### src/rtl/hpdmc_dataseq_if.sv
// ----------------------------------------------------------------------------
// hpdmc_dataseq_if
// Bundles the command/timing inputs and the datapath/safety outputs of the
// HPDMC data sequencer.
//   read, write      : single-cycle READ / WRITE (BL8) command strobes
//   tim_cas          : CAS latency select (0 -> CL2, 1 -> CL3)
//   tim_wr           : write recovery, 0..3 extra cycles
//   op_write/op_read : DDR I/O datapath enables, 4 cycles per burst
//   *_safe           : command may be issued this cycle
//   rburst_done      : pulse after each read burst
//   proto_err        : sticky protocol-violation flag
// master = command issuer, slave = sequencer.
// ----------------------------------------------------------------------------
interface hpdmc_dataseq_if;
  logic       read;
  logic       write;
  logic       tim_cas;
  logic [1:0] tim_wr;
  logic       op_write;
  logic       op_read;
  logic       read_safe;
  logic       write_safe;
  logic       precharge_safe;
  logic       rburst_done;
  logic       proto_err;

  modport master (
    output read, write, tim_cas, tim_wr,
    input  op_write, op_read, read_safe, write_safe, precharge_safe,
           rburst_done, proto_err
  );

  modport slave (
    input  read, write, tim_cas, tim_wr,
    output op_write, op_read, read_safe, write_safe, precharge_safe,
           rburst_done, proto_err
  );
endinterface

### src/rtl/hpdmc_dataseq.sv
// ----------------------------------------------------------------------------
// hpdmc_dataseq
// Sequences the DDR datapath for BL8 READ/WRITE commands and tracks the
// command hold-off windows that follow them.
// Ports:
//   clk  : system clock (posedge)
//   rst  : synchronous active-high reset
//   bus  : hpdmc_dataseq_if.slave (commands, timing, datapath/safe outputs)
// Optional feature: define HPDMC_DATASEQ_CHECK_EN to build the protocol
// checker driving proto_err; otherwise proto_err is tied low.
// All outputs come straight from registers.
// ----------------------------------------------------------------------------
module hpdmc_dataseq (
  input logic            clk,
  input logic            rst,
  hpdmc_dataseq_if.slave bus
);

  // A simultaneous read and write resolves to the read.
  logic       rd_cmd_s;
  logic       wr_cmd_s;

  // rd_dly_r[1] holds CL3 reads one extra cycle; rd_dly_r[0] means
  // "burst starts next cycle".
  logic [1:0] rd_dly_r;
  logic       op_read_r;
  logic [1:0] rd_rem_r;
  logic       rburst_done_r;
  logic       op_write_r;
  logic [1:0] wr_rem_r;

  // Hold-off counters: number of remaining cycles the safe output is low.
  logic [2:0] rs_cnt_r;
  logic [2:0] ws_cnt_r;
  logic [2:0] ps_cnt_r;
  logic [2:0] rs_nxt_s;
  logic [2:0] ws_nxt_s;
  logic [2:0] ps_nxt_s;
  logic [2:0] rs_val_s;
  logic [2:0] ws_val_s;
  logic [2:0] ps_val_s;
  logic       read_safe_r;
  logic       write_safe_r;
  logic       precharge_safe_r;

  // Count down (saturating at zero), then extend to the new window if a
  // command loads a longer one; an in-progress window is never shortened.
  function automatic logic [2:0] holdoff_next(input logic [2:0] cur,
                                              input logic       load,
                                              input logic [2:0] val);
    logic [2:0] dec;
    dec = (cur != 3'd0) ? (cur - 3'd1) : 3'd0;
    if (load && (val > dec)) begin
      return val;
    end else begin
      return dec;
    end
  endfunction

  assign rd_cmd_s = bus.read;
  assign wr_cmd_s = bus.write & ~bus.read;

  // Hold-off window lengths loaded by the current command.
  always_comb begin
    rs_val_s = 3'd0;
    ws_val_s = 3'd0;
    ps_val_s = 3'd0;
    if (rd_cmd_s) begin
      rs_val_s = 3'd3;
      ws_val_s = bus.tim_cas ? 3'd6 : 3'd5;
      ps_val_s = 3'd3;
    end else if (wr_cmd_s) begin
      rs_val_s = 3'd5;
      ws_val_s = 3'd3;
      ps_val_s = {1'b0, bus.tim_wr} + 3'd4;
    end else begin
      rs_val_s = 3'd0;
      ws_val_s = 3'd0;
      ps_val_s = 3'd0;
    end
  end

  // Next hold-off counter values.
  always_comb begin
    rs_nxt_s = holdoff_next(rs_cnt_r, rd_cmd_s | wr_cmd_s, rs_val_s);
    ws_nxt_s = holdoff_next(ws_cnt_r, rd_cmd_s | wr_cmd_s, ws_val_s);
    ps_nxt_s = holdoff_next(ps_cnt_r, rd_cmd_s | wr_cmd_s, ps_val_s);
  end

  // Hold-off counters and registered safe flags.
  always_ff @(posedge clk) begin
    if (rst) begin
      rs_cnt_r         <= 3'd0;
      ws_cnt_r         <= 3'd0;
      ps_cnt_r         <= 3'd0;
      read_safe_r      <= 1'b1;
      write_safe_r     <= 1'b1;
      precharge_safe_r <= 1'b1;
    end else begin
      rs_cnt_r         <= rs_nxt_s;
      ws_cnt_r         <= ws_nxt_s;
      ps_cnt_r         <= ps_nxt_s;
      read_safe_r      <= (rs_nxt_s == 3'd0);
      write_safe_r     <= (ws_nxt_s == 3'd0);
      precharge_safe_r <= (ps_nxt_s == 3'd0);
    end
  end

  // Read pipeline: CAS delay line, 4-cycle op_read burst, done pulse.
  always_ff @(posedge clk) begin
    if (rst) begin
      rd_dly_r      <= 2'b00;
      op_read_r     <= 1'b0;
      rd_rem_r      <= 2'd0;
      rburst_done_r <= 1'b0;
    end else begin
      rd_dly_r[1] <= rd_cmd_s & bus.tim_cas;
      rd_dly_r[0] <= rd_dly_r[1] | (rd_cmd_s & ~bus.tim_cas);
      if (rd_dly_r[0]) begin
        // A back-to-back read restarts the burst on the cycle the previous
        // one would have ended, so op_read stays high without a gap.
        op_read_r <= 1'b1;
        rd_rem_r  <= 2'd3;
      end else if (rd_rem_r != 2'd0) begin
        op_read_r <= 1'b1;
        rd_rem_r  <= rd_rem_r - 2'd1;
      end else begin
        op_read_r <= 1'b0;
        rd_rem_r  <= 2'd0;
      end
      // Last op_read cycle of a burst is op_read high with nothing remaining.
      rburst_done_r <= op_read_r & (rd_rem_r == 2'd0);
    end
  end

  // Write pipeline: 4-cycle op_write burst starting the cycle after WRITE.
  always_ff @(posedge clk) begin
    if (rst) begin
      op_write_r <= 1'b0;
      wr_rem_r   <= 2'd0;
    end else if (wr_cmd_s) begin
      op_write_r <= 1'b1;
      wr_rem_r   <= 2'd3;
    end else if (wr_rem_r != 2'd0) begin
      op_write_r <= 1'b1;
      wr_rem_r   <= wr_rem_r - 2'd1;
    end else begin
      op_write_r <= 1'b0;
      wr_rem_r   <= 2'd0;
    end
  end

`ifdef HPDMC_DATASEQ_CHECK_EN
  logic proto_err_r;

  // Sticky flag for commands issued outside their safe window or together.
  always_ff @(posedge clk) begin
    if (rst) begin
      proto_err_r <= 1'b0;
    end else if ((bus.read & ~read_safe_r) |
                 (bus.write & ~write_safe_r) |
                 (bus.read & bus.write)) begin
      proto_err_r <= 1'b1;
    end else begin
      proto_err_r <= proto_err_r;
    end
  end

  assign bus.proto_err = proto_err_r;
`else
  assign bus.proto_err = 1'b0;
`endif

  assign bus.op_read        = op_read_r;
  assign bus.op_write       = op_write_r;
  assign bus.rburst_done    = rburst_done_r;
  assign bus.read_safe      = read_safe_r;
  assign bus.write_safe     = write_safe_r;
  assign bus.precharge_safe = precharge_safe_r;

endmodule

### src/flat_wrapper.sv
// flat-port wrapper written by rule: the top's interface ports become plain ports
module hpdmc_dataseq_flat 
  (clk, rst, bus_read, bus_write, bus_tim_cas, bus_tim_wr, bus_op_write, bus_op_read, bus_read_safe, bus_write_safe, bus_precharge_safe, bus_rburst_done, bus_proto_err);
  hpdmc_dataseq_if bus_i ();
  input logic clk;
  input logic rst;
  input wire logic [$bits(bus_i.read)-1:0] bus_read;
  input wire logic [$bits(bus_i.write)-1:0] bus_write;
  input wire logic [$bits(bus_i.tim_cas)-1:0] bus_tim_cas;
  input wire logic [$bits(bus_i.tim_wr)-1:0] bus_tim_wr;
  output wire logic [$bits(bus_i.op_write)-1:0] bus_op_write;
  output wire logic [$bits(bus_i.op_read)-1:0] bus_op_read;
  output wire logic [$bits(bus_i.read_safe)-1:0] bus_read_safe;
  output wire logic [$bits(bus_i.write_safe)-1:0] bus_write_safe;
  output wire logic [$bits(bus_i.precharge_safe)-1:0] bus_precharge_safe;
  output wire logic [$bits(bus_i.rburst_done)-1:0] bus_rburst_done;
  output wire logic [$bits(bus_i.proto_err)-1:0] bus_proto_err;
  assign bus_i.read = bus_read;
  assign bus_i.write = bus_write;
  assign bus_i.tim_cas = bus_tim_cas;
  assign bus_i.tim_wr = bus_tim_wr;
  assign bus_op_write = bus_i.op_write;
  assign bus_op_read = bus_i.op_read;
  assign bus_read_safe = bus_i.read_safe;
  assign bus_write_safe = bus_i.write_safe;
  assign bus_precharge_safe = bus_i.precharge_safe;
  assign bus_rburst_done = bus_i.rburst_done;
  assign bus_proto_err = bus_i.proto_err;
  hpdmc_dataseq u_core (.clk(clk), .rst(rst), .bus(bus_i));
endmodule
### config.mk
export PLATFORM = sky130hd
export DESIGN_NAME = hpdmc_dataseq_flat
export DESIGN_NICKNAME = d
export VERILOG_FILES = /design/src/rtl/hpdmc_dataseq_if.sv /design/src/rtl/hpdmc_dataseq.sv /design/src/flat_wrapper.sv
export SDC_FILE = /design/constraint.sdc
export NUM_CORES = 1
export LEC_CHECK = 0
export ABC_CLOCK_PERIOD_IN_PS = 1850
export CAP_MARGIN = 40
export CELL_PAD_IN_SITES_DETAIL_PLACEMENT = 2
export CELL_PAD_IN_SITES_GLOBAL_PLACEMENT = 2
export CORE_MARGIN = 4
export CORE_UTILIZATION = 29
export DETAILED_ROUTE_END_ITERATION = 8
export PLACE_DENSITY = 0.7
export SLEW_MARGIN = 40
export SYNTH_ARGS = -nofsm -noshare
export SYNTH_HDL_FRONTEND = slang
export SYNTH_SLANG_ARGS = --single-unit
### constraint.sdc
create_clock -name clk -period 1.85 [get_ports clk]
set_input_delay 0.37 -clock clk [delete_from_list [all_inputs] [get_ports clk]]
set_output_delay 0.37 -clock clk [all_outputs]
set_load 0.05 [all_outputs]
==> results by group <==
Global route
  – Largest net degree at the start of global routing: 22
  – Global-route wire length before repair: 6140 um
  – Remaining Overflow, GRT: 0
  – Vias in the first global route: 1252
  – Antenna violations before repair: 0
  – Gr usage total: 15.5%

Clocking
  – Clock sinks: 21
  – Clock transition at path regs: around 0.080 ns
  – Num CTS Buffers: 3
  – CTS tree: built
  – CTS Hold Bufs: 0
  – CTS H-tree depth: 1
  – CTS Root Cell: clkbuf_8
  – Worst skew pair latency: 0.26 ns
  – Clock buffer depth: 2

STA
  – Final Skew: between 0.0003 and 0.0004 ns
  – Slew headroom: 66.4%
  – Slew Viols, Final: 0
  – Peak Freq: 481 MHz
  – Final Worst Setup Slack: -0.227 ns
  – Final Cycle Share: 112%
  – Worst-margin pin slew: 0.502 ns
  – Setup TNS: -0.751 ns
  – Clock period minus worst slack: 2.08 ns
  – RSZ-0062 raised after global routing: true
  – Final hold vios: 0
  – Final setup violation count: 5

Logic synthesis
  – Syn avg cell area: 8.63 sq um
  – Unique masters post-synth: 35
  – Flops & latches, synth: 21
  – Post-synthesis cell area: 1170 sq um
  – Fraction of registers with async set/reset: 0%
  – Most common flop cell mapped by yosys: dfxtp_1
  – Synth Warn #: 0
  – Synth Net Count: 158
  – Register area share after synthesis: 35.8%
  – Mapped Cells: 136
  – Post-synth EDFFs: 0

Cells and area
  – Layout Utilization: 49.7%
  – ANT cells: 0
  – Number of fill cells: a little under 400
  – Commonest non-fill, non-tap cell in the layout: buf_4
  – # nets final: around 200
  – Final std cells w/o fill: 223
  – Share of layout cells above drive strength 1: 50.9%
  – Most frequent cells in the layout: buf_4 (26), nor2_1 (16), dfxtp_1 (13), inv_1 (11), ha_4 (9)
  – Area Growth Syn to Fin: 59.8%

Worst setup path
  – Startpoint Class: register
  – Arr. time, crit path: about 2.2 ns
  – Setup slack, reg-to-reg: -0.23 ns
  – Highest cell delay on the worst timing path: 0.48 ns
  – Crit path max fanout: 3
  – Crit path kind: reg2reg
  – R2r worst-path depth: 8
  – CP endpoint kind: register
  – Worst path top cell family by delay: simple AND/OR/NAND/NOR gates
  – Critical path buffers and inverters: 1
  – CP max-delay cell: or4_1
  – WP depth: 8
  – CP cell instances: or3b_1 -> nand2_2 -> inv_2 -> ha_4 -> and2b_1 -> o31ai_4 -> or4_1 -> o41ai_1
  – WP data required: 2.01 ns

Power and ir drop
  – Total Power: 0.00182 W
  – Leak: 0.787 nW
  – P per Cell Area: 972 nW/um^2
  – VDD IR max: 0.430 mV

Placement
  – Port-buffer cells: 12
  – Pre-CTS WS: -0.556 ns
  – GPL Wtd Cong: 0.795
  – Post-DP HPWL: 2600 um
  – Placed cell count: 210

Drt
  – Final WL: 4120 um
  – Wire length per cell: 18.5 um
  – Vias per Instance: between 4 and 5
  – Via count: about 1100
  – TritonRoute pass-1 iters: 4
  – Routed Antenna Nets: 0
  – Remaining DRCs: 0
  – Initial DRC Count: 15

Die
  – Die ar.: about 5000 sq um
  – Row count: 22
  – Initial Utilization: just over 30%
  – Core ar.: 3770 sq um
  – Die H: 71.6 um
  – Die Wd: 71.6 um
  – I/O pin cnt: 14

Job
  – Maxcap violations: 0

Worst hold path
  – Worst Hold Depth: 2
  – Worst Hold Class: reg2reg

Status
  – Failing checks: setup timing
  – Status: complete, but fails checks
## report_power, final
group	switching [W]	total [W]	internal, W
registers	0.0000460	0.000567	0.000521
clock network	0.000164	0.000318	0.000154
logic	0.000487	0.000939	0.000452
total	0.000697	0.00182	0.00113
## layout make-up
type	instances	area, sq um	share of cell area (%)
Inverter	15	58.8	3.14
Tap cell	48	60.1	3.20
Timing Repair Buffer	39	327	17.4
Clock buffer	4	45.0	2.40
Multi-Input combinational cell	96	952	50.8
Sequential cell	21	433	23.1
## tightest hold or removal path, stage by stage, from the launching register on
cell	delay, ns
dfxtp_1	0.32
a21oi_1	0.04
nor2_1	0.07
## sequential cells by signal (all words and copies together) (netlist names)
name	flops
u_core.rs_cnt_r	3
u_core.bus.read_safe	1
u_core.bus.write_safe	1
u_core.bus.op_write	1
u_core.rd_dly_r	2
u_core.ws_cnt_r	3
u_core.rd_rem_r	2
u_core.ps_cnt_r	3
u_core.bus.precharge_safe	1
u_core.bus.op_read	1
u_core.bus.rburst_done	1
u_core.wr_rem_r	2
## Yosys cell counts, types with 2 or more instances
cell type / number / area [sq um]
nor2_1: 22 / 82.6
dfxtp_1: 21 / 420
ha_1: 15 / 188
inv_1: 15 / 56.3
a21oi_1: 11 / 55.1
nand2_1: 9 / 33.8
nand2b_1: 5 / 31.3
mux2_2: 3 / 33.8
nor3_1: 3 / 15.0
a21o_2: 2 / 17.5
a32oi_1: 2 / 17.5
and2_1: 2 / 12.5
o21ai_0: 2 / 10.0
o41ai_1: 2 / 17.5
or2_2: 2 / 12.5
## cell families (layout without fill, tap and decap cells)
logic type               after synthesis  in the layout  synth area share, %
other                                  1              1                0.320
flip-flops                            21             21                 35.8
AND/OR/NAND/NOR                       50             50                 20.7
multiplexers                           4              4                 3.73
AO/OA/AOI/OAI                         26             26                 16.3
buffers and inverters                 19             58                 7.14
adder cells (fa/ha/maj)               15             15                 16.0
## metal layers
| metal | track usage, % | vias up | wire length (um) |
|---|---|---|---|
| met1 | 17.4 | 534 | 1800 |
| met4 | 5.64 | 0 | 58 |
| met3 | 1.68 | 5 | 52 |
| li1 | - | 531 | - |
| met5 | 0 | - | 0 |
| met2 | 29.7 | 9 | 2210 |
## per-stage QoR
step,hold WS (ns),cell area [sq um]
floorplan,0.413,1200
global placement,0.434,1490
detailed placement,0.430,1490
CTS,0.452,1690
global route,0.510,1880
finish,0.470,1880
## path summary, 6_finish.rpt
path | start | to
max | u_core.ws_cnt_r[0]$_SDFF_PP0_ | u_core.ws_cnt_r[0]$_SDFF_PP0_
min | u_core.rd_dly_r[1]$_SDFF_PP0_ | u_core.rd_dly_r[0]$_SDFF_PP0_
max reg2reg | u_core.ws_cnt_r[0]$_SDFF_PP0_ | u_core.ws_cnt_r[0]$_SDFF_PP0_
min reg2reg | u_core.rd_dly_r[1]$_SDFF_PP0_ | u_core.rd_dly_r[0]$_SDFF_PP0_
## repair_timing
| action | in CTS | in global routing |
|---|---|---|
| endpoints found under the setup margin | 12 | 12 |
| gates resized for setup | 30 | 34 |
| setup buffers | 4 | 5 |
| pin swaps | 11 | 14 |
(Power assumes the default switching activity.)
